File: src/rtl/fact_pkg.sv
// Shared types and defaults for the factorial / permutation unit.
package fact_pkg;

  localparam int unsigned W_DEF  = 9;
  localparam int unsigned RW_DEF = 32;

  typedef enum logic [1:0] {
    S_IDLE = 2'd0,
    S_MUL  = 2'd1,
    S_FIN  = 2'd2
  } state_t;

  typedef enum logic {
    MODE_FACT = 1'b0,
    MODE_PERM = 1'b1
  } mode_t;

endpackage

File: src/rtl/fact_perm_unit_if.sv
// START/BUSY/DONE handshake and operand/result bus of fact_perm_unit.
interface fact_perm_unit_if
  import fact_pkg::*;
#(
  parameter int unsigned W  = W_DEF,
  parameter int unsigned RW = RW_DEF
) ();

  logic          START;
  logic          MODE;
  logic [W-1:0]  N;
  logic [W-1:0]  K;
  logic          ABORT;
  logic          BUSY;
  logic          DONE;
  logic [RW-1:0] RESULT;
  logic          OVF;
  logic [W-1:0]  CNT_OUT;
  logic          FACT_END;

  modport master (
    output START, MODE, N, K, ABORT,
    input  BUSY, DONE, RESULT, OVF, CNT_OUT, FACT_END
  );

  modport slave (
    input  START, MODE, N, K, ABORT,
    output BUSY, DONE, RESULT, OVF, CNT_OUT, FACT_END
  );

endinterface

File: src/rtl/fact_down_cnt.sv
// Loadable down-counter pair: multiplier operand (cnt) and remaining steps.
module fact_down_cnt #(
  parameter int unsigned W = 9
) (
  input  logic         clk,
  input  logic         rst_n,
  input  logic         load,
  input  logic         dec,
  input  logic         clr,
  input  logic [W-1:0] cnt_init,
  input  logic [W-1:0] steps_init,
  output logic [W-1:0] cnt,
  output logic [W-1:0] steps,
  output logic         terminal,
  output logic         zero
);

  always_ff @(posedge clk or negedge rst_n) begin
    if (!rst_n) begin
      cnt   <= '0;
      steps <= '0;
    end else if (clr) begin
      cnt   <= '0;
      steps <= '0;
    end else if (load) begin
      cnt   <= cnt_init;
      steps <= steps_init;
    end else if (dec) begin
      cnt   <= cnt - W'(1);
      steps <= steps - W'(1);
    end
  end

  assign terminal = (steps == W'(1));
  assign zero     = (steps == '0);

endmodule

File: src/rtl/fact_perm_unit.sv
// Computes N! or P(N,K) with one multiply per clock and sticky overflow.
module fact_perm_unit
  import fact_pkg::*;
#(
  parameter int unsigned W  = W_DEF,
  parameter int unsigned RW = RW_DEF
) (
  input  logic           CLK,
  input  logic           RST,
  fact_perm_unit_if.slave bus
);

  state_t          state;
  logic [RW-1:0]   acc;
  logic            ovf;
  logic            busy;
  logic            done;

  logic [W-1:0]    cnt;
  logic [W-1:0]    steps;
  logic            terminal;
  logic            zero;

  logic            start_ok;
  logic            dec;
  logic            clr;
  logic            perm_empty;
  logic [W-1:0]    steps_init;
  logic [W+RW-1:0] prod;

  always_comb begin
    start_ok   = (state == S_IDLE) && bus.START && !bus.ABORT;
    dec        = (state == S_MUL) && !bus.ABORT;
    clr        = (state == S_MUL) && bus.ABORT;
    steps_init = (bus.MODE == MODE_PERM) ? bus.K : bus.N;
    perm_empty = (bus.MODE == MODE_PERM) && (bus.K > bus.N);
    prod       = (W+RW)'(acc) * (W+RW)'(cnt);
  end

  fact_down_cnt #(.W(W)) u_cnt (
    .clk        (CLK),
    .rst_n      (RST),
    .load       (start_ok),
    .dec        (dec),
    .clr        (clr),
    .cnt_init   (bus.N),
    .steps_init (steps_init),
    .cnt        (cnt),
    .steps      (steps),
    .terminal   (terminal),
    .zero       (zero)
  );

  // DONE is registered out of FIN, so it is seen the cycle after FIN.
  always_ff @(posedge CLK or negedge RST) begin
    if (!RST) begin
      state <= S_IDLE;
      acc   <= '0;
      ovf   <= 1'b0;
      busy  <= 1'b0;
      done  <= 1'b0;
    end else begin
      done <= 1'b0;
      unique case (state)
        S_IDLE: begin
          if (start_ok) begin
            ovf <= 1'b0;
            if (perm_empty) begin
              acc   <= '0;
              state <= S_FIN;
            end else if (steps_init == '0) begin
              acc   <= RW'(1);
              state <= S_FIN;
            end else begin
              acc   <= RW'(1);
              busy  <= 1'b1;
              state <= S_MUL;
            end
          end
        end
        S_MUL: begin
          if (bus.ABORT) begin
            acc   <= '0;
            ovf   <= 1'b0;
            busy  <= 1'b0;
            state <= S_IDLE;
          end else begin
            acc <= prod[RW-1:0];
            ovf <= ovf | (|prod[W+RW-1:RW]);
            if (terminal || zero) begin
              busy  <= 1'b0;
              state <= S_FIN;
            end
          end
        end
        S_FIN: begin
          done  <= 1'b1;
          state <= S_IDLE;
        end
        default: state <= S_IDLE;
      endcase
    end
  end

  assign bus.BUSY     = busy;
  assign bus.DONE     = done;
  assign bus.RESULT   = acc;
  assign bus.OVF      = ovf;
  assign bus.CNT_OUT  = cnt;
  assign bus.FACT_END = (state == S_MUL) && terminal;

endmodule

File: src/flat_wrapper.sv
// flat-port wrapper written by rule: the top's interface ports become plain ports
module fact_perm_unit_flat import fact_pkg::*;
#(
  parameter int unsigned W  = W_DEF,
  parameter int unsigned RW = RW_DEF
)
  (CLK, RST, bus_START, bus_MODE, bus_N, bus_K, bus_ABORT, bus_BUSY, bus_DONE, bus_RESULT, bus_OVF, bus_CNT_OUT, bus_FACT_END);
  fact_perm_unit_if #(.W(W), .RW(RW)) bus_i ();
  input  logic CLK;
  input  logic RST;
  input wire logic [$bits(bus_i.START)-1:0] bus_START;
  input wire logic [$bits(bus_i.MODE)-1:0] bus_MODE;
  input wire logic [$bits(bus_i.N)-1:0] bus_N;
  input wire logic [$bits(bus_i.K)-1:0] bus_K;
  input wire logic [$bits(bus_i.ABORT)-1:0] bus_ABORT;
  output wire logic [$bits(bus_i.BUSY)-1:0] bus_BUSY;
  output wire logic [$bits(bus_i.DONE)-1:0] bus_DONE;
  output wire logic [$bits(bus_i.RESULT)-1:0] bus_RESULT;
  output wire logic [$bits(bus_i.OVF)-1:0] bus_OVF;
  output wire logic [$bits(bus_i.CNT_OUT)-1:0] bus_CNT_OUT;
  output wire logic [$bits(bus_i.FACT_END)-1:0] bus_FACT_END;
  assign bus_i.START = bus_START;
  assign bus_i.MODE = bus_MODE;
  assign bus_i.N = bus_N;
  assign bus_i.K = bus_K;
  assign bus_i.ABORT = bus_ABORT;
  assign bus_BUSY = bus_i.BUSY;
  assign bus_DONE = bus_i.DONE;
  assign bus_RESULT = bus_i.RESULT;
  assign bus_OVF = bus_i.OVF;
  assign bus_CNT_OUT = bus_i.CNT_OUT;
  assign bus_FACT_END = bus_i.FACT_END;
  fact_perm_unit #(.W(W), .RW(RW)) u_core (.CLK(CLK), .RST(RST), .bus(bus_i));
endmodule
File: config.mk
export PLATFORM = sky130hd
export DESIGN_NAME = fact_perm_unit_flat
export DESIGN_NICKNAME = d
export VERILOG_FILES = /design/src/rtl/fact_pkg.sv /design/src/rtl/fact_perm_unit_if.sv /design/src/rtl/fact_down_cnt.sv /design/src/rtl/fact_perm_unit.sv /design/src/flat_wrapper.sv
export SDC_FILE = /design/constraint.sdc
export NUM_CORES = 1
export LEC_CHECK = 0
export ABC_AREA = 1
export ABC_CLOCK_PERIOD_IN_PS = 5800
export CAP_MARGIN = 5
export CORE_MARGIN = 2
export CORE_UTILIZATION = 46
export CTS_CLUSTER_SIZE = 12
export DETAILED_ROUTE_END_ITERATION = 10
export PLACE_DENSITY_LB_ADDON = 0.25
export SYNTH_ARGS = -nofsm -noshare
export SYNTH_HDL_FRONTEND = slang
export SYNTH_SLANG_ARGS = --single-unit
File: constraint.sdc
create_clock -name CLK -period 5.8 [get_ports CLK]
set_input_delay 0.87 -clock CLK [delete_from_list [all_inputs] [get_ports CLK]]
set_output_delay 0.87 -clock CLK [all_outputs]
set_load 0.1 [all_outputs]
# Yosys cells after proc, flatten, opt, wreduce, memory -nomap -nowiden
# Index checks and enable logic that the tools add are counted.
[word_totals]
reg_bits = 55
latchBits = 0
ramBits = 0
mem_bits_ro = 0
inputBits = 23
word_cells = 63
mem_count = 0
[classes]
n_addsub = 2
multipliers = 1
div_mod_pow = 0
magnitude_cmp = 1
n_eq_ne = 7
shift = 0
n_mux = 27
n_bitwise = 1
reduce_logical = 17
[op_table]
columns = ["cell", "count"]
rows = [
  ["two-way mux 32 bit", 2],
  ["case mux 32 bit (2 select lines)", 1],
  ["two-way mux 9 bit", 7],
  ["multiplier 32 x 9 -> 41 bit", 1],
  ["zero test 9 bit", 2],
  ["subtractor 9 x 1 -> 9 bit (second input constant)", 2],
  ["two-way mux 2 bit", 5],
  ["equality test 9 x 1 -> 1 bit (second input constant)", 1],
  ["greater-than comparator 9 bit", 1],
  ["two-way mux 1 bit", 9],
  ["OR reduction 9 bit", 1],
  ["logical AND 1 bit", 6],
  ["AND reduction 5 bit", 1],
  ["!= test 2 bit (second input constant)", 2],
  ["case mux 1 bit (2 select lines)", 2],
  ["case mux 2 bit (2 select lines)", 1],
  ["AND reduction 2 bit", 2],
  ["!= test 3 x 2 -> 1 bit (second input constant)", 1],
  ["nonzero test 3 bit", 1],
  ["equality test 2 x 1 -> 1 bit (second input constant)", 1],
  ["equality test 2 bit (second input constant)", 1],
  ["zero test 2 bit", 1],
  ["!= test 2 x 1 -> 1 bit (second input constant)", 1],
  ["nonzero test 2 bit", 1],
  ["3 further kinds", 3],
]

# Longest topological paths before layout
[depth]
word_depth = 6
depth_mapped = 30
mapped_depth_nobuf = 28

# Modules after synthesis
# From an unflattened synthesis, not the netlist that was laid out.
[unflattened]
cells_unflattened = 1916
hier_area_um2 = 13053.8
[modules_own_cells]
columns = ["mod", "instances", "cells_each", "area_each_um2"]
rows = [
  ["fact_perm_unit", 1, 1713, 11712.5],
  ["fact_down_cnt", 1, 203, 1341.3],
]

# Least setup slack after synthesis
# OpenSTA, ideal clock, no wires.
[synth_timing]
path_type = "register -> register"
startpoint = "register u_core.u_cnt.cnt[3]"
endpoint = "register u_core.ovf, in the netlist u_core.bus.OVF"
setup_ns = 0.120
t_arrival_ns = 5.124
required_ns = 5.680
path_slack_ns = 0.556
path_stages_with_launch = 25
synth_period_minus_slack_ns = 5.244
path_cell_list = "dfrtp_1 clkbuf_1 clkbuf_1 nand2_1 fa_1 inv_1 fa_1 fa_1 inv_1 fa_1 inv_1 ha_1 nand2_1 nor2_1 inv_1 nor3_1 inv_1 nor2_1 nor2_1 nand3_1 nand3_1 nor2_1 nand3_1 nand2_1 nand2_1"
[synth_via]
elab_chain_cells = 5
[synth_rtl]
columns = ["element", "line", "source"]
rows = [
  ["start: declaration", "fact_down_cnt.sv:12", "output logic [W-1:0] cnt,"],
  ["start signal: assignment", "fact_down_cnt.sv:26", "cnt <= cnt_init;"],
  ["start signal: assignment", "fact_down_cnt.sv:29", "cnt <= cnt - W'(1);"],
  ["multiplier 32 x 9 -> 41 bit", "fact_perm_unit.sv:37", "prod = (W+RW)'(acc) * (W+RW)'(cnt);"],
  ["OR reduction 9 bit", "fact_perm_unit.sv:89", "ovf <= ovf | (|prod[W+RW-1:RW]);"],
  ["bitwise OR 1 bit", "fact_perm_unit.sv:89", ""],
  ["two-way mux 1 bit", "fact_perm_unit.sv:82", "if (bus.ABORT) begin"],
  ["case mux 1 bit (2 select lines)", "fact_perm_unit.sv:64", "unique case (state)"],
  ["end signal: assignment", "fact_perm_unit.sv:89", ""],
  ["end: declaration", "fact_perm_unit.sv:15", "logic ovf;"],
]
# Every way passes these cells.
# A chain may end at the register's enable or synchronous reset.

# Worst setup path in the final report
# Same ends and word-level chain as after synthesis.

==> metrics.txt <==
CTS tree yes; VDD IR max 0.286 mV; final hold violations 0; number of DRC markers in iteration 0 745; drt wl/cell 15.4 um; arrival time at the worst endpoint 5.49 ns; Rel. slew slack 30.9%; Seq/Total Area, Yosys 10.8%; PwrDens 385 nW/um^2; clock root buffer clkbuf_16; layout cells sized above 1 2.85%; HP Class flip-flop to flip-flop; area leader, netlist fa_1; EDFF count, synth 0; FILL cells 2,740; Fin Hold WS 0.458 ns; Slew Viols, Final 0; vias in the first global route 11,500; Hold-fix buffers, CTS 0; gate count of the mapped netlist 1,846; unrepaired setup endpoints after global routing no; Tmin final 5.27 ns; Slew @ Worst Pin 1.03 ns; CTS Buffer Depth 2; via count 11,000; core area 27,000 sq um; GRT Total Usage 25.0%; syn_area_per_cell 6.90 sq um; Yosys warnings 0; Critical path buffers and inverters 5; Synth Flop Type dfrtp_1; Worst R2R Start u_core.u_cnt.cnt[3]; H-Tree Depth 2; boundary pin count 68; Slowest Stage Delay on Critical Path 0.93 ns; Worst path slowest cell dfrtp_1; clk_lat worst skew 0.32 ns; CTS clk-pin slew, worst paths 0.09 ns; dpl hpwl 26,800 um; Max Clk Rate 190 MHz; setup tns final 0 ns; input/output buffers 67; first-pass GRT wire length 57,600 um; Final Net Count 2,165; GPL Wtd Cong 0.948; FF+latch count, synth 55; Crit Path Max Fanout 16; die area 29,000 sq um; fin area 13,800 sq um; status finished, final reports clean; Die Ht 170 um; startpoint types flip-flop; final WL 33,900 um; antenna viol nets, final 0; CP Class flip-flop to flip-flop; CP endpoint kind flip-flop; top cell type's share of synthesized area 33.2%; largest net degree at the start of global routing 56; row cnt 60; Clock Sinks 55; Static Leak 8.62 nW; Pwr Total 0.00534 W; number of vias per cell 4.99; number of diodes 0; Die X 170 um; final worst path period share 90.9%; area delta synth->final 8.79%; Synth cell types 40; DR pass1 iterations 5; postcts setup bufs 0; clk_skew 0.00597 ns; top cells by area, synth fa_1, nand2_1, inv_1; crit path from u_core.u_cnt.cnt[3]; WP data required 6.02 ns; TritonCTS buffer count 5; Crit path top cell by count nand2_1; placed cell area 13,700 sq um; Syn Nets 2,153; CTS-repair resized insts 0; CP Cell Sequence buf_12 > nand2_1 > inv_1 > fa_1 > fa_1 > fa_1 > inv_1 > fa_1 > inv_1 > ha_1 > nand2_1 > nor2_1 > nand2_1 > inv_1 > nand4_1 > nand3_1 > nand2_1 > nand3_1 > nand3_1 > nor2_1 > nand3_1 > nand2_1 > nand2_1; max_cap viols 0; hold path start u_core.state[0]; final setup violating endpoints 0; Register Area 1380 sq um; Synth Cell Area 12,700 sq um; Initial Util 47.1%; area of the multi-input gates 9040 sq um; remaining routing DRC violations 0; number of antenna violations at the first check in global routing 0; Crit path max-delay family adder cells; Synth async-reset ratio 100%; global route overflow 0
==> path summary, 6_finish.rpt <==
path	end	slack (ns)	cells past startpoint
max in group asynchronous	u_core.bus.RESULT[10]	4.54	2
min in group asynchronous	u_core.bus.RESULT[31]	0.71	2
min	u_core.bus.DONE	0.46	1
max	u_core.bus.OVF	0.53	23
min reg2reg	u_core.bus.DONE	0.46	1
max reg2reg	u_core.bus.OVF	0.53	23
==> layout make-up <==
class,count,area share (%)
Clock inverter,3,0.244
Multi-Input combinational cell,1179,65.3
Clock buffer,5,0.904
Tap cell,341,3.08
Inverter,532,14.4
Timing Repair Buffer,85,6.14
Sequential cell,55,9.94
==> report_power, final <==
group          internal, W  total (W)  switching (W)  leakage (nW)
clock             0.000167   0.000348       0.000180        0.0772
combinational      0.00121    0.00399        0.00278          7.81
sequential        0.000529   0.000995       0.000466         0.740
total              0.00191    0.00534        0.00342          8.62
==> worst register-to-register path, stage by stage, from the launching register on <==
cell	delay [ns]
dfrtp_1	0.93
buf_12	0.23
nand2_1	0.08
inv_1	0.10
fa_1	0.41
fa_1	0.51
fa_1	0.50
inv_1	0.05
fa_1	0.50
inv_1	0.05
ha_1	0.36
nand2_1	0.11
nor2_1	0.26
nand2_1	0.10
inv_1	0.08
nand4_1	0.07
nand3_1	0.22
nand2_1	0.15
nand3_1	0.09
nand3_1	0.08
nor2_1	0.09
nand3_1	0.08
nand2_1	0.06
nand2_1	0.05
==> cell usage after synthesis, drive strengths merged, types with 8 or more instances <==
master / n
nand2: 584
inv: 531
fa: 211
nor2: 87
ha: 73
o21ai: 58
dfrtp: 55
a21oi: 53
clkbuf: 46
buf: 34
nand3: 34
nor3: 12
o21bai: 11
xor2: 11
o211ai: 8
==> through the flow <==
step	utilization (%)	setup WS (ns)	instances
2_1_floorplan	-	0.556	1846
3_3_place_gp	50.6	0.571	2192
3_5_place_dp	50.6	0.573	2192
4_1_cts	51.2	0.537	2200
5_1_grt	51.2	0.165	2200
6_report	51.2	0.527	2200
==> sequential cells by signal (all words and copies together) (netlist names) <==
register	cells
u_core.bus.OVF	1
u_core.bus.BUSY	1
u_core.u_cnt.cnt	9
u_core.u_cnt.steps	9
u_core.bus.DONE	1
u_core.state	2
u_core.bus.RESULT	32
==> layer usage <==
layer	vias to the layer above	routed length (um)	GRT usage (%)	share of wire (%)
li1	5306	-	-	-
met1	5343	15300	34.4	45
met2	295	16100	42.8	48
met3	43	1920	2.47	5.7
met4	0	610	5.72	1.8
met5	-	0	0	0
==> cells by family (layout without fill, tap and decap cells) <==
logic type      after synthesis  in the layout  synth area share (%)
compound gates              154            154                  7.12
xor+xnor                     13             13                 0.895
fa+ha+maj                   284            284                  40.4
buf+inv                     612            625                  18.2
flops                        55             55                  10.8
simple gates                728            728                  22.6
==> cell usage in the layout, fill, tap and decap left out, drive strengths merged, types with 12 or more instances in the layout <==
master,Yosys,layout
a21oi,53,53
buf,34,19
clkdlybuf4s50,0,66
dfrtp,55,55
fa,211,211
ha,73,73
inv,531,532
nand2,584,584
nand3,34,34
nor2,87,87
nor3,12,12
o21ai,58,58
Note: power is estimated with default switching activity, not from simulation.
